## src/rtl/register_file.sv

```systemverilog
// MIPS R2000 architectural register state: 32 GPRs with a combinational write-back
// bypass on both read ports, plus the HI/LO multiply/divide pair.
module register_file #(
  parameter int DATA_WIDTH = 32,
  parameter int ADDR_WIDTH = 5
) (
  input  logic                  clk,
  input  logic                  rst_n,
  input  logic                  reg_write,
  input  logic [ADDR_WIDTH-1:0] write_register,
  input  logic [DATA_WIDTH-1:0] write_data_reg,
  input  logic [ADDR_WIDTH-1:0] read_register_1,
  input  logic [ADDR_WIDTH-1:0] read_register_2,
  output logic [DATA_WIDTH-1:0] read_data_1,
  output logic [DATA_WIDTH-1:0] read_data_2,
  input  logic                  hilo_write,
  input  logic [DATA_WIDTH-1:0] hi_in,
  input  logic [DATA_WIDTH-1:0] lo_in,
  output logic [DATA_WIDTH-1:0] hi,
  output logic [DATA_WIDTH-1:0] lo
);

  localparam int REG_COUNT = 2 ** ADDR_WIDTH;

  logic [DATA_WIDTH-1:0] gpr_q [REG_COUNT];
  logic [DATA_WIDTH-1:0] gpr_d [REG_COUNT];
  logic [DATA_WIDTH-1:0] hi_q, hi_d;
  logic [DATA_WIDTH-1:0] lo_q, lo_d;
  logic                  gpr_we;

  assign gpr_we = reg_write && (write_register != '0);

  always_comb begin
    gpr_d = gpr_q;
    if (gpr_we) begin
      gpr_d[write_register] = write_data_reg;
    end
    gpr_d[0] = '0;
  end

  always_comb begin
    hi_d = hi_q;
    lo_d = lo_q;
    if (hilo_write) begin
      hi_d = hi_in;
      lo_d = lo_in;
    end
  end

  always_ff @(posedge clk) begin
    if (!rst_n) begin
      for (int i = 0; i < REG_COUNT; i++) begin
        gpr_q[i] <= '0;
      end
      hi_q <= '0;
      lo_q <= '0;
    end else begin
      for (int i = 0; i < REG_COUNT; i++) begin
        gpr_q[i] <= gpr_d[i];
      end
      hi_q <= hi_d;
      lo_q <= lo_d;
    end
  end

  // Index 0 is hardwired; bypass lets decode see the value retiring this cycle.
  always_comb begin
    read_data_1 = '0;
    if (rst_n && (read_register_1 != '0)) begin
      if (gpr_we && (write_register == read_register_1)) begin
        read_data_1 = write_data_reg;
      end else begin
        read_data_1 = gpr_q[read_register_1];
      end
    end
  end

  always_comb begin
    read_data_2 = '0;
    if (rst_n && (read_register_2 != '0)) begin
      if (gpr_we && (write_register == read_register_2)) begin
        read_data_2 = write_data_reg;
      end else begin
        read_data_2 = gpr_q[read_register_2];
      end
    end
  end

  assign hi = rst_n ? hi_q : '0;
  assign lo = rst_n ? lo_q : '0;

endmodule
```

## config.mk

```make
export PLATFORM = sky130hd
export DESIGN_NAME = register_file
export DESIGN_NICKNAME = d
export VERILOG_FILES = /design/src/rtl/register_file.sv
export SDC_FILE = /design/constraint.sdc
export NUM_CORES = 2
export LEC_CHECK = 0
export ABC_AREA = 0
export BUFFER_PORTS_ARGS = -buffer_cell sky130_fd_sc_hd__buf_2
export CAP_MARGIN = 20
export CORE_MARGIN = 3
export CORE_UTILIZATION = 30
export DETAILED_ROUTE_END_ITERATION = 7
export GPL_ROUTABILITY_DRIVEN = 1
export PLACE_DENSITY = 0.43
export SLEW_MARGIN = 20
export SYNTH_ARGS = -nofsm -noshare
export SYNTH_HDL_FRONTEND = slang
export SYNTH_SLANG_ARGS = --single-unit
```

## constraint.sdc

```tcl
create_clock -name clk -period 3.58 [get_ports clk]
set_input_delay 0.716 -clock clk [delete_from_list [all_inputs] [get_ports clk]]
set_output_delay 0.716 -clock clk [all_outputs]
set_load 0.1 [all_outputs]
```

# [After elaboration in Yosys (flattened, before gate mapping)]
# Cells that the tools add are included.
# Widths: inputs -> output; s select.
[word_totals] register_bits=1088 word_cells=67
[classes] bitwise=3 magnitude_cmp=4 reduce_logical=9 n_eq_ne=2 mux=15
[ops] op="$bwmux 1024" count=1
[ops] op="$mux 32" count=11
[ops] op="$bmux 32 s5" count=2
[ops] op="$demux 32 s5" count=1
[ops] op="$ge 6x6->1 const B" count=3
[ops] op="$not 5->6" count=3
[ops] op="$reduce_bool 5->1" count=3
[ops] op="$eq 5x5->1" count=2
[ops] op="$logic_and 1x1->1" count=6
[ops] op="$lt 6x1->1 const B" count=1

# [Logic depth before layout (Yosys ltp)]
[logic_depth] word_depth=6 depth_mapped=10

# [Least setup slack after synthesis]
# Ideal clock, no wire load.
[synth_timing] kind="input to output" start="input port write_register[4]" end="output port read_data_2[25]" required_ps=2864 arrival_time_ps=4108 cell_stages=7 slack_ps=-1244 path_cell_list="buf_2 or3_1 buf_2 o211ai_4 o21bai_2 a311o_1 o21ai_0"
[synth_via] elab_chain_len=5 word_cells_on_any_way=6 classes_between="eq/ne (1); mux (2); reduce/logical (3)"
[synth_lines] item="start: declaration" line_no="10" source="input logic [ADDR_WIDTH-1:0] write_register,"
[synth_lines] item="$reduce_bool 5->1" line_no="31" source="assign gpr_we = reg_write && (write_register != '0);"
[synth_lines] item="$logic_and 1x1->1" line_no="31"
[synth_lines] item="$logic_and 1x1->1 *" line_no="81" source="if (gpr_we && (write_register == read_register_2)) begin"
[synth_lines] item="$mux 32 *" line_no="81"
[synth_lines] item="$mux 32 *" line_no="80" source="if (rst_n && (read_register_2 != '0)) begin"
[synth_lines] item="end: declaration" line_no="15" source="output logic [DATA_WIDTH-1:0] read_data_2,"
# Every way passes the cells marked *; elsewhere a longest branch is shown, timed or not.

# [Worst setup path in the final report]
[layout_timing] start="input port read_register_2[0]" end="output port read_data_2[26]"
[layout_via] elab_chain_len=6 word_cells_on_any_way=10 classes_between="eq/ne (1); mux (5); bitwise (1); reduce/logical (3)"
[layout_lines] item="start: declaration" line_no="13" source="input logic [ADDR_WIDTH-1:0] read_register_2,"
[layout_lines] item="$not 5->6 (not written as such)" line_no="84" source="read_data_2 = gpr_q[read_register_2];"
[layout_lines] item="$bmux 32 s5" line_no="84"
[layout_lines] item="$mux 32 (not written as such) (2 in series)" line_no="84"
[layout_lines] item="$mux 32" line_no="81"
[layout_lines] item="$mux 32 *" line_no="80"
# Every way passes the cells marked *; elsewhere a longest branch is shown, timed or not. The select of a mux whose other input is x is not followed.

==> impl_metrics.toml <==
[floorplan]
die_h_um = 439
pin_count = 243
dieArea_sq_um = 193000
die_w_um = 439
rows = 158
start_util_pct = 30.3
core_area_sq_um = 186000

[setup_path]
r2r_start = "gpr_q[370]"
crit_required_ns = 2.86
end_kind = "output port"
cp-start-kind = "input pin"
rrSetupSlack_ns = 2.80
r2r-end = "gpr_q[370]"
reg2regPathDepth = 3
cp_max_fo = 10
endpoint = "read_data_2[26]"
crit_arrival_ns = 2.89
crit_type = "input pin to output port"
worstSetupStartpoint = "read_register_2[0]"

[clock_tree]
clock_latency_ns = 0.77
clkSinkCount = 1056
clk_pin_slew_ns = 0.06
numCtsBuffers = 130
htree_levels = 4
cts-root-buf = "clkbuf_16"
clk_path_buf_depth = 3
cts_tree = "done"

[global_routing]
grt_pass1_wl_um = 379000
first_global_vias = 48600
grt_max_degree = 230
track_usage_pct = 27.2
grt-ovfl-total = 0
antenna_found_initial = 18

[final_layout]
area_growth_pct = 26.3
drive_above_1_share_pct = 27.7
instances_no_fill = 9115
fill_cells = 18400
layout.nets = 6631
multi_input_area_sq_um = 33600
finish.instance_area_sq_um = 71100
seqCellArea_sq_um = 21200

[placement]
place_inst = 8819
portBuffers = 242
place_congestion = 0.903
place_hpwl_um = 173000
place_area_sq_um = 64800

[power_and_ir_drop]
ir_drop_mv = 0.448
power_density_nw_per_um2 = 414
p_leak_nw = 24.6

[sta]
relSlewSlack_pct = 31.2
maxSlewViolCount = 0
final_hold_viol_count = 0
layout_worst_path_cycle_share_pct = 101
rsz0062_at_grt = "yes"
fin_worst_skew_ns = 0
fin_crit_ns = 3.60
fmax_mhz = 278
setup_violations = 8
setup_slack_ns = -0.0221
tightest_slew_ns = 1.03

[yosys]
synthDistinctLibCells = 63
syn-num-nets = 6272
yosysSeqAreaShare_pct = 37.6
ys_ff_latch = 1056
synth-edff-count = 0
ys_warn_count = 0
synthesis.area_sq_um = 56300
async_flop_share_pct = 0
postSynthCellCount = 6157
synth-main-ff-cell = "dfxtp_1"
syn_area_per_cell_sq_um = 9.14

[routing]
drtAntennaViolNets = 0
wl_per_cell_um = 29.5
vias_per_cell = 5.55
routed_wl_um = 269000
drt-pass1-iter-count = 6
route.vias.total = 50600
drc = 0
drtIter0Drc = 4718

[outcome]
violations = "negative setup slack"
outcome = "complete, but fails checks"

[worst_hold_path]
min_path_type = "input pin to flip-flop"

[job]
drv_cap = 0
-- power breakdown --
part / internal, mW / switching, mW / leakage, nW
logic: 1.59 / 2.67 / 14.0
registers: 11.9 / 0.0790 / 8.53
clock network: 7.62 / 5.59 / 2.05
-- stage by stage --
stage | hold WS, ns | worst slack (ns) | total power [mW] | setup TNS, ns | util (%)
6_report | 0.198 | -0.0221 | 29.4 | -0.0811 | 38.2
5_1_grt | 0.164 | -0.0562 | 30.3 | -0.0954 | 38.2
4_1_cts | 0.132 | -0.0136 | 29.6 | -0.0366 | 37.9
3_5_place_dp | 0.457 | -0.665 | 16.2 | -22.93 | 34.8
3_3_place_gp | 0.448 | -0.661 | 16.1 | -23.30 | 34.8
2_1_floorplan | 0.442 | 0.0199 | 14.4 | 0 | -
-- placed cells by master, fill, tap and decap left out, types with 10 or more instances in the layout --
| cell | netlist | layout |
|---|---|---|
| xnor2_1 | 10 | 10 |
| a22o_1 | 43 | 30 |
| o22ai_1 | 72 | 56 |
| nand2_1 | 2101 | 2065 |
| clkbuf_1 | 409 | 38 |
| a221oi_2 | 0 | 17 |
| mux4_2 | 439 | 439 |
| nor2_4 | 0 | 31 |
| a221oi_1 | 64 | 42 |
| diode_2 | 0 | 22 |
| nand2_2 | 0 | 35 |
| buf_16 | 0 | 20 |
| nor2_1 | 54 | 22 |
| o21ai_0 | 19 | 13 |
| buf_12 | 1 | 162 |
| o22ai_2 | 0 | 15 |
| nand3_1 | 17 | 10 |
| a21boi_0 | 925 | 925 |
| dfxtp_1 | 1056 | 1038 |
| nor4_1 | 21 | 14 |
| buf_6 | 14 | 22 |
| buf_2 | 138 | 167 |
| nor3_1 | 18 | 11 |
| a21boi_1 | 68 | 68 |
| a21oi_1 | 22 | 12 |
| clkinv_2 | 0 | 15 |
| and2_1 | 71 | 69 |
| nor2b_1 | 113 | 105 |
| clkbuf_16 | 0 | 137 |
| a21oi_2 | 0 | 10 |
| mux2_2 | 64 | 59 |
| a221o_1 | 13 | 13 |
| clkbuf_8 | 0 | 29 |
| buf_4 | 42 | 491 |
| a22oi_1 | 38 | 33 |
| dfxtp_2 | 0 | 18 |
| mux2i_1 | 142 | 136 |
-- cell families after synthesis --
kind of cell              count (synthesis)  synth area share (%)
and+or+nand+nor                        2435                  17.5
AOI/OAI and AO/OA                      1352                  18.1
DFF                                    1056                  37.6
buffers and inverters                   659                  5.31
muxes                                   645                  21.4
xor gates and xnor gates                 10                 0.156
-- cell usage after synthesis, drive strengths merged, types with 22 or more instances --
cell	count	area, sq um
dfxtp	1056	21100
a22o	43	377
buf	216	1280
and2	71	444
nor2	54	203
o21ai	29	145
a22oi	38	285
clkbuf	440	1690
a21oi	22	110
a21boi	993	7450
mux4	439	9890
o22ai	72	450
a221oi	64	561
mux2i	142	1420
mux2	64	721
nor2b	113	707
nor4	22	144
nand2	2101	7890
-- layout make-up --
| cell class | instances | share of cell area (%) |
|---|---|---|
| clock buffers | 200 | 5.46 |
| flip-flops and latches | 1056 | 29.8 |
| multi-input cells | 4442 | 47.2 |
| well taps | 2480 | 4.37 |
| repair buffers | 883 | 12.7 |
| diodes | 22 | 0.0774 |
| clock inverters | 29 | 0.385 |
| inverters | 3 | 0.0158 |
-- metal layers --
metal	vias to the layer above	routed length, um	track usage, %
met2	2241	123000	42.6
li1	22300	-	-
met5	-	13	0
met1	25600	113000	36.0
met4	2	14400	14.0
met3	542	19200	4.66
-- worst min-delay path by stage --
stage | start | to | slack, ns | depth (start not counted)
final | lo_in[10] | lo_q[10] | 0.20 | 3
after global routing | lo_in[18] | lo_q[18] | 0.16 | 3
after CTS | lo_in[29] | lo_q[29] | 0.13 | 3
after detailed placement | gpr_q[121] | gpr_q[121] | 0.46 | 2
after global placement | gpr_q[99] | gpr_q[99] | 0.45 | 2
after floorplan | gpr_q[101] | gpr_q[101] | 0.44 | 2
-- state kept, by name, summed over array words and instances (netlist names) --
register  cells
gpr_q       992
lo_q         32
hi_q         32
-- critical path, stage by stage --
cell,delay [ns]
buf_16,0.17
buf_16,0.20
buf_4,0.13
mux4_2,0.49
a22oi_1,0.33
nand3_2,0.20
a22o_1,0.24
buf_4,0.16
buf_12,0.16
-- what timing repair did --
item | CTS | global route
pin swaps | 25 | 17
resized for setup | 213 | 73
buffers inserted | 28 | 9
setup endpoints to repair | 64 | 56
hold buffers | 0 | 0
cloned | 11 | 3
(Power assumes the default switching activity.)
